===== config.mk =====
export PLATFORM = sky130hd
export DESIGN_NAME = dmem_arbiter_flat
export DESIGN_NICKNAME = d
export VERILOG_FILES = /design/src/rtl/dmem_arbiter_pkg.sv /design/src/rtl/dmem_arbiter_if.sv /design/src/rtl/dmem_arbiter_rr_pick2.sv /design/src/rtl/dmem_arbiter.sv /design/src/flat_wrapper.sv
export SDC_FILE = /design/constraint.sdc
export NUM_CORES = 1
export LEC_CHECK = 0
export ABC_AREA = 1
export ABC_CLOCK_PERIOD_IN_PS = 4600
export CORE_MARGIN = 2
export CORE_UTILIZATION = 40
export DETAILED_ROUTE_END_ITERATION = 6
export PLACE_DENSITY_LB_ADDON = 0.1
export SYNTH_ARGS = -nofsm -noshare
export SYNTH_HDL_FRONTEND = slang
export SYNTH_SLANG_ARGS = --single-unit

===== constraint.sdc =====
create_clock -name clk -period 4.6 [get_ports clk]
set_input_delay 0.69 -clock clk [delete_from_list [all_inputs] [get_ports clk]]
set_output_delay 0.69 -clock clk [all_outputs]
set_load 0.01 [all_outputs]

===== src/rtl/dmem_arbiter_pkg.sv =====
// Shared types and constants for the two-port data-memory arbiter.
// Holds FSM/owner encodings, default widths and the burst-counter update rule.
package dmem_arbiter_pkg;

  localparam int DEF_ADDR_W    = 16;
  localparam int DEF_DATA_W    = 32;
  localparam int DEF_MAX_BURST = 4;
  localparam int BURST_W       = 4;

  typedef enum logic [1:0] {
    ST_IDLE   = 2'd0,
    ST_ACCESS = 2'd1,
    ST_RESP   = 2'd2
  } state_t;

  typedef enum logic {
    OWN_A = 1'b0,
    OWN_B = 1'b1
  } owner_t;

  // Re-grant to the same owner counts up and saturates; a switch restarts at 1.
  function automatic logic [BURST_W-1:0] burst_next(
    input logic [BURST_W-1:0] cur,
    input logic               same_owner,
    input logic [BURST_W-1:0] max_burst
  );
    if (!same_owner)
      return BURST_W'(1);
    else if (cur >= max_burst)
      return max_burst;
    else
      return cur + BURST_W'(1);
  endfunction

endpackage


===== src/rtl/dmem_arbiter_if.sv =====
// Requester-side handshake bundle: valid/grant request plus done/read-data response.
// The requester drives through master, the arbiter answers through slave.
interface dmem_arbiter_if
  import dmem_arbiter_pkg::*;
#(
    parameter int ADDR_W = DEF_ADDR_W,
    parameter int DATA_W = DEF_DATA_W
);

    logic              req;
    logic              we;
    logic              lock;
    logic [ADDR_W-1:0] addr;
    logic [DATA_W-1:0] wdata;
    logic              gnt;
    logic              done;
    logic [DATA_W-1:0] rdata;

    modport master (
        output req, we, lock, addr, wdata,
        input  gnt, done, rdata
    );

    modport slave (
        input  req, we, lock, addr, wdata,
        output gnt, done, rdata
    );

endinterface


===== src/rtl/dmem_arbiter_rr_pick2.sv =====
// Combinational two-way selector: round-robin between A and B, with an
// optional locked burst that keeps the previous owner for up to MAX_BURST grants.
module dmem_arbiter_rr_pick2
    import dmem_arbiter_pkg::*;
#(
    parameter int MAX_BURST = DEF_MAX_BURST
) (
    input  logic               req_a,
    input  logic               req_b,
    input  owner_t             last_owner,
    input  logic               lock_active,
    input  logic [BURST_W-1:0] burst_cnt,
    output logic               gnt_a,
    output logic               gnt_b
);

    logic keep_owner;

    assign keep_owner = lock_active && (burst_cnt < BURST_W'(MAX_BURST));

    always_comb begin
        // NOTE: both grants get a default before any branch so no path leaves them unassigned (no latch).
        gnt_a = 1'b0;
        gnt_b = 1'b0;
        if (req_a && req_b) begin
            if (keep_owner) begin
                gnt_a = (last_owner == OWN_A);
                gnt_b = (last_owner == OWN_B);
            end else begin
                gnt_a = (last_owner == OWN_B);
                gnt_b = (last_owner == OWN_A);
            end
        end else begin
            gnt_a = req_a;
            gnt_b = req_b;
        end
    end

endmodule


===== src/rtl/dmem_arbiter.sv =====
// Shares one single-port data memory between requester A (CPU) and B (DMA/debug).
// Each accepted request runs a fixed ACCESS then RESP sequence; memW/memR are registered.
module dmem_arbiter
    import dmem_arbiter_pkg::*;
#(
    parameter int ADDR_W    = DEF_ADDR_W,
    parameter int DATA_W    = DEF_DATA_W,
    parameter int MAX_BURST = DEF_MAX_BURST
) (
    input  logic              clk,
    input  logic              rst,
    dmem_arbiter_if.slave     a,
    dmem_arbiter_if.slave     b,
    output logic [ADDR_W-1:0] mem_addr,
    output logic [DATA_W-1:0] mem_wdata,
    output logic              memW,
    output logic              memR,
    input  logic [DATA_W-1:0] mem_rdata,
    output logic              busy
);

    state_t             state;
    owner_t             owner;
    logic               lat_we;
    logic               lock_active;
    logic [ADDR_W-1:0]  lat_addr;
    logic [DATA_W-1:0]  lat_wdata;
    logic [BURST_W-1:0] burst_cnt;
    logic               a_done_q;
    logic               b_done_q;
    logic [DATA_W-1:0]  a_rdata_q;
    logic [DATA_W-1:0]  b_rdata_q;

    logic               arb_en;
    logic               pick_a;
    logic               pick_b;
    logic               accept;
    owner_t             pick_owner;
    logic               pick_we;
    logic               pick_lock;
    logic [ADDR_W-1:0]  pick_addr;
    logic [DATA_W-1:0]  pick_wdata;

    // Arbitration is only open while no access is in flight on the memory.
    assign arb_en = (state == ST_IDLE) || (state == ST_RESP);

    dmem_arbiter_rr_pick2 #(
        .MAX_BURST (MAX_BURST)
    ) u_rr_pick2 (
        .req_a       (a.req && arb_en),
        .req_b       (b.req && arb_en),
        .last_owner  (owner),
        .lock_active (lock_active),
        .burst_cnt   (burst_cnt),
        .gnt_a       (pick_a),
        .gnt_b       (pick_b)
    );

    assign accept     = pick_a || pick_b;
    assign pick_owner = pick_b ? OWN_B : OWN_A;
    assign pick_we    = pick_b ? b.we    : a.we;
    assign pick_lock  = pick_b ? b.lock  : a.lock;
    assign pick_addr  = pick_b ? b.addr  : a.addr;
    assign pick_wdata = pick_b ? b.wdata : a.wdata;

    assign a.gnt   = pick_a;
    assign b.gnt   = pick_b;
    assign a.done  = a_done_q;
    assign b.done  = b_done_q;
    assign a.rdata = a_rdata_q;
    assign b.rdata = b_rdata_q;

    assign mem_addr  = lat_addr;
    assign mem_wdata = lat_wdata;
    assign busy      = (state != ST_IDLE);

    // NOTE: all state below is updated with non-blocking assignments so every register samples pre-edge values.
    always_ff @(posedge clk or posedge rst) begin
        if (rst) begin
            state       <= ST_IDLE;
            owner       <= OWN_B;
            lat_we      <= 1'b0;
            lock_active <= 1'b0;
            lat_addr    <= '0;
            lat_wdata   <= '0;
            burst_cnt   <= '0;
            memW        <= 1'b0;
            memR        <= 1'b0;
            a_done_q    <= 1'b0;
            b_done_q    <= 1'b0;
            a_rdata_q   <= '0;
            b_rdata_q   <= '0;
        end else begin
            a_done_q <= 1'b0;
            b_done_q <= 1'b0;
            case (state)
                ST_IDLE, ST_RESP: begin
                    if (accept) begin
                        owner       <= pick_owner;
                        lat_we      <= pick_we;
                        lock_active <= pick_lock;
                        lat_addr    <= pick_addr;
                        lat_wdata   <= pick_wdata;
                        burst_cnt   <= burst_next(burst_cnt, pick_owner == owner,
                                                  BURST_W'(MAX_BURST));
                        memW        <= pick_we;
                        memR        <= !pick_we;
                        state       <= ST_ACCESS;
                    end else begin
                        state <= ST_IDLE;
                    end
                end
                ST_ACCESS: begin
                    // Write commits and read data is captured at this closing edge.
                    memW <= 1'b0;
                    memR <= 1'b0;
                    if (owner == OWN_A) begin
                        a_done_q <= 1'b1;
                        if (!lat_we) a_rdata_q <= mem_rdata;
                    end else begin
                        b_done_q <= 1'b1;
                        if (!lat_we) b_rdata_q <= mem_rdata;
                    end
                    state <= ST_RESP;
                end
                default: state <= ST_IDLE;
            endcase
        end
    end

endmodule

===== src/flat_wrapper.sv =====
// flat-port wrapper written by rule: the top's interface ports become plain ports
module dmem_arbiter_flat import dmem_arbiter_pkg::*;
#(
    parameter int ADDR_W    = DEF_ADDR_W,
    parameter int DATA_W    = DEF_DATA_W,
    parameter int MAX_BURST = DEF_MAX_BURST
)
  (clk, rst, mem_addr, mem_wdata, memW, memR, mem_rdata, busy, a_req, a_we, a_lock, a_addr, a_wdata, a_gnt, a_done, a_rdata, b_req, b_we, b_lock, b_addr, b_wdata, b_gnt, b_done, b_rdata);
  dmem_arbiter_if #(.ADDR_W(ADDR_W), .DATA_W(DATA_W)) a_i ();
  dmem_arbiter_if #(.ADDR_W(ADDR_W), .DATA_W(DATA_W)) b_i ();
  input  logic clk;
  input  logic rst;
  output logic [ADDR_W-1:0] mem_addr;
  output logic [DATA_W-1:0] mem_wdata;
  output logic memW;
  output logic memR;
  input  logic [DATA_W-1:0] mem_rdata;
  output logic busy;
  input wire logic [$bits(a_i.req)-1:0] a_req;
  input wire logic [$bits(a_i.we)-1:0] a_we;
  input wire logic [$bits(a_i.lock)-1:0] a_lock;
  input wire logic [$bits(a_i.addr)-1:0] a_addr;
  input wire logic [$bits(a_i.wdata)-1:0] a_wdata;
  output wire logic [$bits(a_i.gnt)-1:0] a_gnt;
  output wire logic [$bits(a_i.done)-1:0] a_done;
  output wire logic [$bits(a_i.rdata)-1:0] a_rdata;
  input wire logic [$bits(b_i.req)-1:0] b_req;
  input wire logic [$bits(b_i.we)-1:0] b_we;
  input wire logic [$bits(b_i.lock)-1:0] b_lock;
  input wire logic [$bits(b_i.addr)-1:0] b_addr;
  input wire logic [$bits(b_i.wdata)-1:0] b_wdata;
  output wire logic [$bits(b_i.gnt)-1:0] b_gnt;
  output wire logic [$bits(b_i.done)-1:0] b_done;
  output wire logic [$bits(b_i.rdata)-1:0] b_rdata;
  assign a_i.req = a_req;
  assign a_i.we = a_we;
  assign a_i.lock = a_lock;
  assign a_i.addr = a_addr;
  assign a_i.wdata = a_wdata;
  assign a_gnt = a_i.gnt;
  assign a_done = a_i.done;
  assign a_rdata = a_i.rdata;
  assign b_i.req = b_req;
  assign b_i.we = b_we;
  assign b_i.lock = b_lock;
  assign b_i.addr = b_addr;
  assign b_i.wdata = b_wdata;
  assign b_gnt = b_i.gnt;
  assign b_done = b_i.done;
  assign b_rdata = b_i.rdata;
  dmem_arbiter #(.ADDR_W(ADDR_W), .DATA_W(DATA_W), .MAX_BURST(MAX_BURST)) u_core (.clk(clk), .rst(rst), .a(a_i), .b(b_i), .mem_addr(mem_addr), .mem_wdata(mem_wdata), .memW(memW), .memR(memR), .mem_rdata(mem_rdata), .busy(busy));
endmodule

=== Word level (Yosys, flattened, before mapping) ===
Cells that the tools add are included.

* Magnitude comparators: 2
* Add/subtract/negate cells: 1
* Bitwise operators: 2
* Eq/ne operators: 4
* Reduce and logical (&&, ||, !) cells: 15
* Muxes and demuxes: 21

{| class="wikitable"
|+ Operators by type and width
! operator !! count
|-
| two-way mux 32 bit || 1
|-
| two-way mux 16 bit || 1
|-
| two-way mux 1 bit || 14
|-
| two-way mux 4 bit || 2
|-
| AND reduction 3 bit || 2
|-
| adder 4 x 1 -> 4 bit, second input constant || 1
|-
| greater-or-equal comparator 4 x 3 -> 1 bit, second input constant || 1
|-
| logical AND 1 bit || 4
|-
| less-than comparator 4 x 3 -> 1 bit, second input constant || 1
|-
| case mux 1 bit (2 select lines) || 2
|-
| case mux 2 bit (2 select lines) || 1
|-
| AND reduction 2 bit || 2
|-
| nonzero test 2 bit || 2
|-
| == test 2 x 1 -> 1 bit, second input constant || 1
|-
| == test 2 bit, second input constant || 1
|-
| logical NOT 2 bit || 1
|-
| logical OR 1 bit || 2
|-
| inequality test 2 x 1 -> 1 bit, second input constant || 1
|-
| inverter 1 bit || 2
|-
| OR reduction 2 bit || 1
|-
| == test 1 bit || 1
|-
| logical NOT 1 bit || 1
|}

* Logic and storage cells: 58
* Flip-flop bits (word level): 125

=== Longest topological paths before layout ===
* Word-level depth: 9
* Depth in mapped cells: 9
* Depth with buffers taken out: 9

=== By module ===
Synthesis repeated with hierarchy kept, for this count alone.

* Cells, all modules: 686
* Area, all modules: 5789.3 sq um

{| class="wikitable"
|+ By module, submodules not included
! module !! cells each !! instances !! area an instance (sq um) !! sequential area each (sq um)
|-
| dmem_arbiter || 671 || 1 || 5725.5 || 3129.3
|-
| dmem_arbiter_rr_pick2 || 15 || 1 || 63.8 || 0.0
|}

=== Least setup slack after synthesis ===
OpenSTA, ideal clock, no wires.

* Path type: input -> output
* From: input b_req
* To: output a_gnt
* Stages on the path: 5
* Required time: 3.910 ns
* Slack: 2.526 ns
* Path buffers: 1
* Arrival: 1.384 ns
* Cells stage by stage: nand2_1 > nor2_1 > nand3_2 > buf_2 > o21ai_0

* Longest elaborated chain between the ends: 3

{| class="wikitable"
|+ Ends and longest elaborated chain
! what !! line !! RTL
|-
| from (decl) || flat_wrapper.sv:27 || <nowiki>input wire logic [$bits(b_i.req)-1:0] b_req;</nowiki>
|-
| logical AND 1 bit || dmem_arbiter.sv:51 || <nowiki>.req_b (b.req && arb_en),</nowiki>
|-
| logical AND 1 bit || dmem_arbiter_rr_pick2.sv:25 || <nowiki>if (req_a && req_b) begin</nowiki>
|-
| two-way mux 1 bit || dmem_arbiter_rr_pick2.sv:25 ||
|-
| to (decl) || flat_wrapper.sv:24 || <nowiki>output wire logic [$bits(a_i.gnt)-1:0] a_gnt;</nowiki>
|}

Every way passes these cells.

=== Worst setup path in the final report ===
Same ends and word-level chain as after synthesis.

==> impl_metrics.toml <==
[synth]
ys_seq_area_share_pct = 54.75
synth_edf_count = 0
synth-main-ff-cell = "sky130_fd_sc_hd__dfrtp_1"
synth-seq-cells = 125
syn_nets = 815
synthesis.yosys.warnings = 0
post-synth-top-area-cell = "sky130_fd_sc_hd__dfrtp_1"
synthesized_area_mm2 = 0.005715
synth.avg_cell_area_um2 = 8.430
yosys-top-cells-area = "sky130_fd_sc_hd__dfrtp_1 54%, sky130_fd_sc_hd__nand2_1 15%, sky130_fd_sc_hd__nand3b_1 6.4%"
netlist.area_leader.share_pct = 54.29
fraction_of_registers_with_async_set_reset_pct = 100.0
synth.distinct_cells = 25
most_used_standard_cell_by_instance_count_after_synthesis = "sky130_fd_sc_hd__nand2_1"
postSynthCellCount = 678
synthTopCellsByCount = "226 x sky130_fd_sc_hd__nand2_1, 124 x sky130_fd_sc_hd__dfrtp_1, 90 x sky130_fd_sc_hd__inv_1"

[sta]
highest_attainable_clock_frequency_mhz = 303.9
final.min_clock_period_ns = 3.290
slew_headroom_pct = 25.12
setup_ws_ns = 1.310
rsz0062_at_grt = "no"
setup_viol = 0
hold_violations_final = 0
worstMarginPinSlew_ns = 1.119
fin_tns_setup_ns = 0
clock-skew-final_ns = 0.006194
finalMaxSlewViolations = 0
fin_crit_sh_pct = 71.53

[global_routing]
gr-usage-all-layers_pct = 21.04
number_of_global_route_vias_before_repair = 5154
globalRouteOverflowTotal = 0
grt_first_pass_wirelength_mm = 24.85
maximum_number_of_pins_on_one_net_before_global_route_repair = 66
antenna_found_initial = 0

[routing]
detail_route.drc_violations = 0
first_pass_iters = 5
viasPerCell = 4.674
routedWlPerCell_um = 13.83
detail-route-antenna-nets = 0
finalWirelength_mm = 15.38
detail_route.iter0.violations = 396
vias = 5198

[finish]
nFillCells = 1199
post_route_cells_drive_above_1_share_pct = 6.867
fin_nets = 1056
multi_input_logic_area_mm2 = 0.002008
utilization_pct = 63.77
fin_area_mm2 = 0.008886
area.growth.synth_to_final_pct = 55.47
antennaDiodeCount = 0
register_area_mm2 = 0.003129

[floorplan]
initial_utilization_pct = 41.02
design.portCount = 255
floorplan.die.height_um = 123.5
core_region_mm2 = 0.01393
die_area_mm2 = 0.01526
dieWidth_um = 123.5
row_count = 43

[placement]
placed_cell_area_mm2 = 0.008313
detailed_place_hpwl_mm = 10.76
globalplace.congestion = 0.7781
post-place-ws_ns = 1.341
place.port_buffers = 254

[clocking]
clk_root_buffer_cell = "sky130_fd_sc_hd__clkbuf_16"
tritoncts_buffer_count = 17
ctsResizeCount = 0
clock_tree_buf_depth = 2
cts.htree.levels = 4
insertion_delay_ns = 0.41
cts_tree = "built"
cts.sink_count = 125
cts-hold-fix-buffers = 0
postCtsSetupRepairBufs = 0
clkSlewWorstSetupHoldPaths_ns = 0.05

[power_and_ir_drop]
total_leakage_power_nw = 4.341
pwr_density_cell_mw_per_mm2 = 526.0
power.ir.vdd_worst_v = 0.0002736

[min_path]
hold_path.class = "register to register"

[setup_path]
critPathMaxFanout = 14
cpPeakStageDelay_ns = 0.59
timing.critical_path.from_type = "input port"
crit_path_cell_trace = "clkdlybuf4s50_1, nand2_1, nor2_1, nand3_2, o21ai_0, clkdlybuf4s50_1"
worst_path_dominant_cell_family = "buffers and inverters"
timing_worst_setup_path_type = "input port to output pin"
cell_seen_most_often_among_critical_path_stages = "sky130_fd_sc_hd__clkdlybuf4s50_1"
path_buf_inv = 2
worstPathArrival_ns = 2.60
critical_path.slowest_cell = "sky130_fd_sc_hd__clkdlybuf4s50_1"
critPathCaptureType = "output pin"
cp.required_ns = 3.91

[job]
drv.max_cap_violation_count = 0

[outcome]
outcome = "completed"
==> cells by family (layout without fill, tap and decap cells) <==
logic type	count (synthesis)	after routing	share of synthesized area [%]
AND/OR/NAND/NOR	348	348	27.98
buffers and inverters	133	387	10.31
adder cells (fa/ha/maj)	1	1	0.2189
AO/OA/AOI/OAI	71	71	6.743
flip-flops	125	125	54.75
==> final cells by class <==
cell class / instances / share of cell area (%)
well taps: 180 / 2.534
multi-input cells: 420 / 22.60
flip-flops and latches: 125 / 35.22
repair buffers: 261 / 29.20
clock inverters: 14 / 1.507
clock buffers: 18 / 4.942
inverters: 94 / 3.999
==> layout by cell type (no fill, tap or decap), drive strengths merged, types with 2 or more instances in the layout <==
master	count
o21ai	69
nand3b	49
inv	99
nand3	58
clkbuf	18
nand2	229
clkdlybuf4s50	254
a21oi	2
nor2	10
dfrtp	124
clkinvlp	2
buf	7
clkinv	6
==> sequential cells by signal, summed over array words and instances, names as in the netlist, 2 cells and up <==
register / flops
u_core.a.rdata: 32
u_core.b.rdata: 32
u_core.burst_cnt: 4
u_core.mem_addr: 16
u_core.mem_wdata: 32
u_core.state: 2
==> report_power, final <==
group	total, mW	switching, mW	internal (mW)	leakage (nW)
Sequential	1.70	0.210	1.49	1.54
Clock	1.27	0.505	0.766	0.278
Combinational	1.71	0.759	0.947	2.52
Total	4.67	1.47	3.20	4.34
==> metrics by stage <==
stage	hold slack, ns	total power [mW]	instances
finish	0.4408	4.674	1112
global route	0.4785	4.984	1112
CTS	0.4435	4.734	1112
detailed placement	0.4363	3.439	1080
global placement	0.4316	3.391	1080
floorplan	0.4182	2.416	678
==> routing by layer <==
layer	share of wire, %	track usage [%]	vias up
met4	2.1	8.239	0
met5	0	0	-
met2	48	34.07	187
met3	8.6	6.550	27
li1	-	-	2596
met1	41	26.28	2388
==> final timing paths <==
kind                            startpoint                   end  slack, ns  depth (start not counted)
min                        u_core.state[1]       u_core.state[1]       0.44                          1
min reg2reg                u_core.state[1]       u_core.state[1]       0.44                          1
max reg2reg                u_core.state[0]   u_core.burst_cnt[1]       2.51                          9
max                                  b_req                 a_gnt       1.31                          6
max in group asynchronous              rst     u_core.b.rdata[3]       2.86                          3
min in group asynchronous              rst  u_core.mem_wdata[27]       0.78                          2
Power figures use the tool's default switching activity.
